--- src/rtl/io_key_sw_ctrl.sv ---
// KEY/SW input conditioner: 2-flop sync, per-bit debounce, sticky ready/overrun status registers.
// Optional macro IO_KEY_IRQ_EN adds a KEY interrupt enable (KCTRL bit 8) and the irq output.
module io_key_sw_ctrl #(
    parameter int unsigned      DBITS           = 32,
    parameter int unsigned      KEY_BITS        = 4,
    parameter int unsigned      SW_BITS         = 10,
    parameter int unsigned      DEBOUNCE_CYCLES = 100000,
    parameter logic [DBITS-1:0] ADDR_KEY        = 32'hF0000010,
    parameter logic [DBITS-1:0] ADDR_SW         = 32'hF0000014,
    parameter logic [DBITS-1:0] ADDR_KCTRL      = 32'hF0000110,
    parameter logic [DBITS-1:0] ADDR_SWCTRL     = 32'hF0000114
) (
    input  logic                clk,
    input  logic                reset,
    input  logic [KEY_BITS-1:0] KEY,
    input  logic [SW_BITS-1:0]  SW,
    input  logic [DBITS-1:0]    addr,
    input  logic                we,
    input  logic                re,
    input  logic [DBITS-1:0]    wdata,
    output logic [DBITS-1:0]    rdata,
    output logic                sel
`ifdef IO_KEY_IRQ_EN
    ,
    output logic                irq
`endif
);

    localparam int unsigned N  = KEY_BITS + SW_BITS;
    localparam int unsigned CW = $clog2(DEBOUNCE_CYCLES);
    localparam logic [CW-1:0] CntMax = CW'(DEBOUNCE_CYCLES - 1);

    logic [N-1:0]  raw, sync1_q, sync2_q, stable_q, stable_d, upd;
    logic [CW-1:0] cnt_q [N];
    logic [CW-1:0] cnt_d [N];

    logic hit_key, hit_sw, hit_kctrl, hit_swctrl;
    logic rd_key, rd_sw, k_chg, sw_chg;
    logic k_ready_q, k_ready_d, k_ovr_q, k_ovr_d;
    logic s_ready_q, s_ready_d, s_ovr_q, s_ovr_d;
    logic ie_rd;
    logic unused_wdata;

    // Keys are inverted so internal 1 = pressed; KEY occupies the low bits.
    assign raw = {SW, ~KEY};

    always_comb begin
        stable_d = stable_q;
        upd      = '0;
        for (int i = 0; i < N; i++) begin
            cnt_d[i] = '0;
            if (sync2_q[i] != stable_q[i]) begin
                if (cnt_q[i] == CntMax) begin
                    stable_d[i] = sync2_q[i];
                    upd[i]      = 1'b1;
                end else begin
                    cnt_d[i] = cnt_q[i] + 1'b1;
                end
            end
        end
    end

    assign k_chg  = |upd[KEY_BITS-1:0];
    assign sw_chg = |upd[N-1:KEY_BITS];

    assign hit_key    = (addr == ADDR_KEY);
    assign hit_sw     = (addr == ADDR_SW);
    assign hit_kctrl  = (addr == ADDR_KCTRL);
    assign hit_swctrl = (addr == ADDR_SWCTRL);
    assign rd_key     = re & hit_key;
    assign rd_sw      = re & hit_sw;

    // A change coinciding with a data read keeps ready set and does not flag overrun.
    always_comb begin
        k_ready_d = k_chg ? 1'b1 : (rd_key ? 1'b0 : k_ready_q);
        s_ready_d = sw_chg ? 1'b1 : (rd_sw ? 1'b0 : s_ready_q);
        k_ovr_d   = k_ovr_q;
        s_ovr_d   = s_ovr_q;
        if (we && hit_kctrl && !wdata[1])  k_ovr_d = 1'b0;
        if (we && hit_swctrl && !wdata[1]) s_ovr_d = 1'b0;
        if (k_chg && k_ready_q && !rd_key) k_ovr_d = 1'b1;
        if (sw_chg && s_ready_q && !rd_sw) s_ovr_d = 1'b1;
    end

    always_ff @(posedge clk) begin
        if (reset) begin
            sync1_q   <= '0;
            sync2_q   <= '0;
            stable_q  <= '0;
            k_ready_q <= 1'b0;
            k_ovr_q   <= 1'b0;
            s_ready_q <= 1'b0;
            s_ovr_q   <= 1'b0;
            for (int i = 0; i < N; i++) cnt_q[i] <= '0;
        end else begin
            sync1_q   <= raw;
            sync2_q   <= sync1_q;
            stable_q  <= stable_d;
            k_ready_q <= k_ready_d;
            k_ovr_q   <= k_ovr_d;
            s_ready_q <= s_ready_d;
            s_ovr_q   <= s_ovr_d;
            for (int i = 0; i < N; i++) cnt_q[i] <= cnt_d[i];
        end
    end

`ifdef IO_KEY_IRQ_EN
    logic ie_q, irq_q;

    always_ff @(posedge clk) begin
        if (reset) begin
            ie_q  <= 1'b0;
            irq_q <= 1'b0;
        end else begin
            if (we && hit_kctrl) ie_q <= wdata[8];
            irq_q <= k_ready_q & ie_q;
        end
    end

    assign ie_rd = ie_q;
    assign irq   = irq_q;
`else
    assign ie_rd = 1'b0;
`endif

    assign unused_wdata = ^{wdata[DBITS-1:2], wdata[0]};

    always_comb begin
        rdata = '0;
        sel   = 1'b0;
        if (hit_key) begin
            sel   = 1'b1;
            rdata = DBITS'(stable_q[KEY_BITS-1:0]);
        end else if (hit_sw) begin
            sel   = 1'b1;
            rdata = DBITS'(stable_q[N-1:KEY_BITS]);
        end else if (hit_kctrl) begin
            sel      = 1'b1;
            rdata[0] = k_ready_q;
            rdata[1] = k_ovr_q;
            rdata[8] = ie_rd;
        end else if (hit_swctrl) begin
            sel      = 1'b1;
            rdata[0] = s_ready_q;
            rdata[1] = s_ovr_q;
        end
    end

endmodule

--- config.mk ---
export PLATFORM = sky130hd
export DESIGN_NAME = io_key_sw_ctrl
export DESIGN_NICKNAME = d
export VERILOG_FILES = /design/src/rtl/io_key_sw_ctrl.sv
export SDC_FILE = /design/constraint.sdc
export NUM_CORES = 1
export LEC_CHECK = 0
export CAP_MARGIN = 0
export CORE_MARGIN = 5
export CORE_UTILIZATION = 50
export DETAILED_ROUTE_END_ITERATION = 16
export MAX_ROUTING_LAYER = met4
export PLACE_DENSITY = 0.71
export SLEW_MARGIN = 0
export SYNTH_ARGS = -nofsm -noshare
export SYNTH_HDL_FRONTEND = slang
export SYNTH_SLANG_ARGS = --single-unit
--- constraint.sdc ---
create_clock -name clk -period 2.5 [get_ports clk]
set_input_delay 0.5 -clock clk [delete_from_list [all_inputs] [get_ports clk]]
set_output_delay 0.5 -clock clk [all_outputs]
set_load 0.1 [all_outputs]
==> results of run 1 <==
==> cell usage in the layout (no fill, tap or decap), types with 4 or more instances in the layout <==
cell type,count
nand3_1,87
nor2b_1,29
or4_1,6
and2_1,9
clkdlybuf4s15_1,6
or3_1,19
nor2_1,292
clkdlybuf4s50_1,18
nor4b_1,7
o21ai_0,8
xnor2_1,92
nor4bb_1,14
buf_6,9
nor4_4,4
bufinv_16,8
or3b_2,4
clkinv_2,4
dlygate4sd2_1,5
and3_1,36
clkbuf_8,4
clkbuf_16,31
nand4b_1,4
clkbuf_1,4
nand4_1,49
mux2i_1,16
nand2_1,91
nor4_1,14
nor3_1,30
dfxtp_1,284
and4_1,20
a21oi_1,9
nor2_4,6
buf_2,12
inv_1,27
conb_1,22
buf_12,13
buf_4,22
xor2_1,124
ha_1,14
==> power by group through the flow <==
stage | clock, mW | combinational (mW) | sequential (mW)
after detailed placement | 0 | 0.337 | 4.67
after global routing | 5.27 | 0.353 | 4.57
after CTS | 5.05 | 0.329 | 4.57
final | 4.95 | 0.331 | 4.57
after global placement | 0 | 0.336 | 4.67
after floorplan | 0 | 0.250 | 4.66
==> per-layer routing <==
layer	global-route usage	part of all wire	vias to the layer above	routed length [um]
li1	-	-	4814	-
met1	0.224	0.48	4303	11000
met2	0.274	0.47	118	10900
met3	0.0265	0.037	33	861
met4	0.0402	0.014	0	319
met5	-	0	-	0
==> worst max-delay path, stage by stage <==
cell and delay (ps):
buf_2 100, nor4b_2 280, nand4_1 160, or2_4 280
or3_4 340, buf_12 170, nor2_4 140, buf_12 190
==> through the flow <==
stage	cell area, sq um	setup TNS (ps)	hold slack [ps]	utilization
final	14700	-819	395	0.605
after global routing	14700	-1310	426	0.605
after CTS	14600	-967	381	0.603
after detailed placement	13400	-4020	420	0.554
after global placement	13400	-3950	422	0.554
after floorplan	12500	-2230	414	-
==> final timing paths <==
path / start / endpoint / slack, ps / depth (start not counted)
max: addr[5] / rdata[9] / -170 / 8
min: reset / stable_q[2] / 400 / 2
max reg2reg: cnt_q[0][22] / cnt_q[0][19] / 300 / 6
min reg2reg: sync1_q[2] / sync2_q[2] / 440 / 1
==> registers in the layout (all words and copies together) (netlist names) <==
signal / count
s_ovr_q: 1
sync2_q: 14
k_ready_q: 1
k_ovr_q: 1
sync1_q: 14
stable_q: 14
cnt_q: 238
s_ready_q: 1
==> cell type report <==
| type | instances | area, sq um | share of cell area |
|---|---|---|---|
| repair buffers | 86 | 883 | 0.0603 |
| diodes | 1 | 2.50 | 0.000171 |
| well taps | 324 | 405 | 0.0277 |
| multi-input cells | 1042 | 6460 | 0.441 |
| clock inverters | 14 | 277 | 0.0189 |
| inverters | 27 | 101 | 0.00691 |
| clock buffers | 39 | 846 | 0.0577 |
| flip-flops and latches | 284 | 5690 | 0.388 |
==> synth_stat cells (2+ instances only) <==
| cell type | number |
|---|---|
| ha_1 | 14 |
| nand3_1 | 87 |
| and2_1 | 9 |
| nor2b_1 | 31 |
| or4b_2 | 2 |
| buf_2 | 7 |
| nor4bb_1 | 14 |
| nor4b_1 | 9 |
| dfxtp_1 | 284 |
| o21ai_0 | 8 |
| o22ai_1 | 2 |
| nor3_1 | 32 |
| and4_1 | 20 |
| a31oi_1 | 2 |
| or2_2 | 2 |
| a21oi_1 | 9 |
| o41ai_1 | 2 |
| or4_1 | 6 |
| xor2_1 | 124 |
| buf_4 | 22 |
| and3_2 | 2 |
| nand2_1 | 91 |
| or3_1 | 20 |
| mux2i_1 | 16 |
| nand2b_1 | 2 |
| clkbuf_1 | 24 |
| and3_1 | 36 |
| or4b_1 | 2 |
| mux4_2 | 2 |
| xnor2_1 | 92 |
| o311ai_0 | 2 |
| inv_1 | 27 |
| nand4_1 | 49 |
| nor2_1 | 298 |
| or3b_2 | 4 |
| nor4_1 | 18 |
| nand4b_1 | 4 |
| and4b_1 | 2 |
==> kinds of logic (layout without fill, tap and decap cells) <==
family	after synthesis	after routing	share of synthesized area
simple gates	743	743	0.303
flops	284	284	0.463
xor+xnor	216	216	0.154
buf+inv	82	166	0.0335
compound gates	29	29	0.0148
mux	18	18	0.0167
fa+ha+maj	14	14	0.0143
other cells	1	23	0.000306
==> repair_timing <==
item,in CTS,in global routing
gates resized for setup,101,8
endpoints found under the setup margin,11,11
buffers inserted,10,2
pin swaps,14,13
cloned,0,0
==> results.txt, run 1 <==
- Buffers from clock root to sink, at most: 3
* Required time of the critical path: 2000 ps
- Data arrives at the worst endpoint at 2170 ps.
* Power density of the placed cells: 672 mW/mm^2
- Cell total after placement: 1754
- Biggest area contributors in the synthesized netlist: dfxtp_1 46%, nor2_1 9.1%, xor2_1 8.9%
- Of the total power, the clock network draws 0.503.
- Clock tree synthesis found a total of 284 sinks.
- Post-DR wirelength/cell: 12.7 um
* Post-synthesis sequential area ratio: 0.463
* Violated checks: setup timing
* Power dissipated by switching net loads: 2.01 mW
* Count of pins on the block boundary: 115
- Final HPWL DP: 16300 um
- STA classifies the critical path endpoint as a primary output.
- Share of total power in sequential cells: 0.464
- Number of synthesized flops with an enable pin: 0
- Summed over all layers, the global routing overflow is 0.
* Combinational Power Share: 0.034
* Clock transition at the register clock pins on the worst setup and hold paths after CTS: 60 ps
- Summed over all instances, the cell type with the most area after synthesis is dfxtp_1.
- The initial utilization of the core area, before any placement, comes to 0.506.
* Result of the run: complete, but fails checks
* Final number of max-transition violations: 0
- Synthesized flop and latch total: 284
* CTS tree: built
- Average cell area after synthesis: 8.85 sq um
- First-pass DRT Iterations: 5
- Rel. slew slack: 0.560
- In the post-route analysis, the smallest setup slack over all paths is -173 ps.
- Excluding fillers, the count of instances in the completed layout stands at 1817.
* Clock buffers created by TritonCTS: 30
- Counting the fill cells in the layout gives 2133.
- CTS built an H-tree with a depth of 1.
- Number of antenna violations at the first check in global routing: 1
* Overall track demand over capacity in global routing: 0.169
* Largest net degree at the start of global routing: 24
- The later pin in the worst-skew pair is clocked with a latency of 540 ps.
- The final layout contains routed wiring with a total length of 23100 um.
- Worst IR Drop VDD: 0.569 mV
- MaxCap Viol Count: 0
* Setup repair after global routing missed its margin: yes
* Port Buffer Count: 61
- The worst setup path is launched from an input port.
- Die boundary width: 167 um
- For this run, the post-layout net count is 1567.
- The floorplan step defined a core boundary enclosing 0.0242 sq mm.
- Hold WC Path Type: input port to flop
* Via count of the first global-routing pass: 8811
- In this run the cell area of the synthesized design comes to 0.0123 sq mm.
- The routed design could run at a clock period as short as 2670 ps.
- Reported leakage power: 4.91 nW
- During synthesis, Yosys emitted a total of 0 warnings.
* Post-route antenna net violation count: 0
* Critical path peak fanout: 6
- The critical path is of the input port to primary output type.
- Growth of design area from synthesis to finish: 19.5%
- The routed layout has 9268 vias.
- Number of instances in the synthesized netlist: 1387
- The initialized floorplan defines 57 standard-cell rows.
- At the end of routability-driven placement, the weighted congestion stood at 0.811.
* Net switching share of the total power: 0.204
- Timing would allow up to 0.374 GHz.
- The number of hold violations in the final report was 0.
* Period utilisation layout: 1.07
- Most common flop cell mapped by yosys: dfxtp_1
- Post-synthesis async set-or-reset flop share: 0
- Quantity of hold-fixing buffers added after cts: 0
- On the final layout, the worst clock skew is 10.8 ps.
* Power Total: 9.85 mW
- Wire length of the first global-routing pass: 40300 um
- The die is 167 um tall.
* Area share of the largest cell type after synthesis: 0.463
* Setup-failing EPs final: 6
- Number of distinct library cells after synthesis: 48
- Root cell of the clock tree: clkbuf_16
- After detailed routing, the number of vias per cell comes to 5.10.
- Overall die area: 0.0278 sq mm
- DR iter-0 viols: 319
- Prior to clock tree synthesis, the placed netlist has a worst setup slack of -544 ps.
* Power Internal: 7.84 mW
- Slew at the pin with the worst max-slew slack: 654 ps
* Fraction of layout instances using a drive strength above 1: 0.0932
* DRC violation count after routing: 0
No activity file was read; power rests on OpenSTA's default activity.
==> run 2, diff against run 1 <==
--- a/config.mk
+++ b/config.mk
@@ -8,6 +8,7 @@
 export CAP_MARGIN = 0
 export CORE_MARGIN = 5
 export CORE_UTILIZATION = 50
+export CTS_CLUSTER_SIZE = 30
 export DETAILED_ROUTE_END_ITERATION = 16
 export MAX_ROUTING_LAYER = met4
 export PLACE_DENSITY = 0.71
==> results of run 2 <==
Same layout as run 1: the final DEF is identical, and so are final timing and power.
==> run 3, diff against run 2 <==
--- a/config.mk
+++ b/config.mk
@@ -10,7 +10,6 @@
 export CORE_UTILIZATION = 50
 export CTS_CLUSTER_SIZE = 30
 export DETAILED_ROUTE_END_ITERATION = 16
-export MAX_ROUTING_LAYER = met4
 export PLACE_DENSITY = 0.71
 export SLEW_MARGIN = 0
 export SYNTH_ARGS = -nofsm -noshare
==> run 3 against run 2 <==
  * The flow still finishes with violations (setup timing)
  * Die area unchanged
  * Clock-buffer cell count unchanged
  * Power about the same
  * Non-clock buffer count did not move
  * Core utilization is essentially flat
  * Critical path type unchanged
  * Critical endpoint unchanged
==> results.txt, run 3 (synthesis results as in run 1) <==
- Counting flops per register, the top entry is cnt_q.
* Quantity of hold-fixing buffers added after cts: 0 (unchanged)
- The worst path arrival time came to 2170 ps (about the same).
- Power density of the placed cells: 672 mW/mm^2 (about the same)
* Fill cell count: 2134 (+0.047%)
* Die Span Y: 167 um (unchanged)
* Type of element launching the critical path: input port
- Starting density of the core: 0.506 (unchanged)
- Fraction of layout instances using a drive strength above 1: 0.0932 (unchanged)
- The worst IR drop on VDD came to 0.568 mV (about the same).
* Growth of design area from synthesis to finish: 19.5% (about the same)
* Root cell of the clock tree: clkbuf_16
- Leaving out fill and tap cells, the most frequent cell in the layout is nor2_1.
- The site row count is 57 (unchanged).
* Wire length of the first global-routing pass: 40300 um (-0.10%)
- The global placer's final weighted congestion came to 0.800 (-1.4%).
- Total Wirelength: 23100 um (-0.31%)
- Placeable core region: 0.0242 sq mm (unchanged)
- Clock buffers created by TritonCTS: 30 (unchanged)
- First-pass DRT Iterations: 5 (unchanged)
- The number of DRC violations after detailed-routing iteration 0 was 306 (-4.1%).
* DRC violation count after routing: 0 (unchanged)
- The number of top-level pins is 115 (unchanged).
- Global-route congestion overflow total: 0 (unchanged)
- The net count reported at finish came to 1567 (unchanged).
* Setup repair after global routing missed its margin: yes
* Reported leakage power: 4.91 nW (unchanged)
* Setup slack of the critical path after layout: -173 ps (-0.290 ps)
- The register clock-pin slew on the reported worst setup and hold paths was 60 ps (about the same).
- Via count of the first global-routing pass: 8820 (+0.10%)
- The ratio of routed vias to standard cells was 5.10 (about the same).
- The estimated wirelength of the detail-placed design is 16300 um (unchanged).
- The wire length per cell after detailed routing came to 12.7 um (-0.25%).
* H-tree depth: 1 (unchanged)
* Largest net degree at the start of global routing: 24 (unchanged)
- The number of hold violations in the final report was 0 (unchanged).
* Period utilisation layout: 1.07 (about the same)
- MaxCap Viol Count: 0 (unchanged)
- The number of flip-flops in the largest register came to 238 (unchanged).
- The buffer depth of the longest clock path was 3 (unchanged).
- Leaving out fill and tap cells, the most frequent cells in the layout are 292 x nor2_1, 284 x dfxtp_1, 124 x xor2_1, 92 x xnor2_1, 91 x nand2_1.
- The power after layout is 9.85 mW (about the same).
- The total via count after detailed routing came to 9257 (-0.12%).
- Clock tree skew after final layout: 10.4 ps (-0.485 ps)
- Violated checks: setup timing
- The number of sinks on the clock net is 284 (unchanged).
- The tightest slew margin relative to the limit is 0.566 (+0.00610).
- Shortest clock period the worst path allows after layout: 2670 ps (+0.290 ps)
- Final number of max-transition violations: 0 (unchanged)
- Hold WC Path Type: input port to flop
- The final setup TNS is -823 ps (-3.97 ps).
* Sort of element at the end of the critical path: primary output
- By startpoint and endpoint, the worst setup path is classified as input port to primary output.
- Maximum clock frequency: 0.374 GHz (about the same)
* Slew at the pin with the worst max-slew slack: 645 ps (-9.07 ps)
* Overall track demand over capacity in global routing: 0.164 (-0.00507)
* Post-route antenna net violation count: 0 (unchanged)
* Critical path peak fanout: 6 (unchanged)
- The required time of the worst setup path is 2000 ps (about the same).
- The run finished, with violations left.
* Overall die area: 0.0278 sq mm (unchanged)
* Port Buffer Count: 61 (unchanged)
- Number of antenna violations at the first check in global routing: 1 (unchanged)
- Die boundary width: 167 um (unchanged)
* Setup-failing EPs final: 6 (unchanged)
- The antenna cell count was 0 (-1).
- The core occupancy in the finished layout was 0.604 (about the same).
- TritonCTS built the clock tree.
* Later-pin clock latency in the skew report: 540 ps (about the same)
==> run 3: final timing paths <==
kind                 from      endpoint  slack, ps  depth (start not counted)
max               addr[5]      rdata[9]       -170                          8
min                 reset   stable_q[2]        390                          2
max reg2reg  cnt_q[0][22]  cnt_q[0][19]        310                          6
min reg2reg    sync1_q[2]    sync2_q[2]        440                          1
==> run 3: final cells by class <==
cell class / instances / area [sq um] / area share
inverters: 27 / 101 / 0.00691
multi-input cells: 1042 / 6460 / 0.441
clock buffers: 39 / 846 / 0.0577
flip-flops and latches: 284 / 5690 / 0.388
repair buffers: 86 / 883 / 0.0603
clock inverters: 14 / 277 / 0.0189
well taps: 324 / 405 / 0.0277
==> run 3: power by group <==
group          switching, mW  internal, mW
clock network           1.76          3.19
logic                  0.235        0.0967
registers             0.0158          4.55
total                   2.01          7.84
==> run 3: critical path, cell delays in order <==
cell     delay, ps
buf_2          100
nor4b_2        280
nand4_1        160
or2_4          280
or3_4          340
buf_12         170
nor2_4         140
buf_12         190
==> run 3: through the flow <==
stage | setup slack [ps] | hold slack (ps) | cell area (sq um) | std cells
final | -173 | 394 | 14700 | 1816
after global routing | -245 | 426 | 14700 | 1816
after CTS | -221 | 381 | 14600 | 1817
after detailed placement | -544 | 420 | 13400 | 1754
after global placement | -529 | 422 | 13400 | 1754
after floorplan | -310 | 414 | 12500 | 1408
==> run 3: what timing repair did <==
item / 4_1_cts / 5_1_grt
gates resized for setup: 101 / 8
setup endpoints to repair: 11 / 11
buffers inserted: 10 / 2
pin swaps: 14 / 13
==> run 3: layer usage <==
metal | routed length (um) | part of all wire | track usage
met5 | 13 | 0.00056 | 0
met3 | 836 | 0.036 | 0.0270
met4 | 316 | 0.014 | 0.0402
met2 | 10900 | 0.47 | 0.275
met1 | 11000 | 0.48 | 0.223
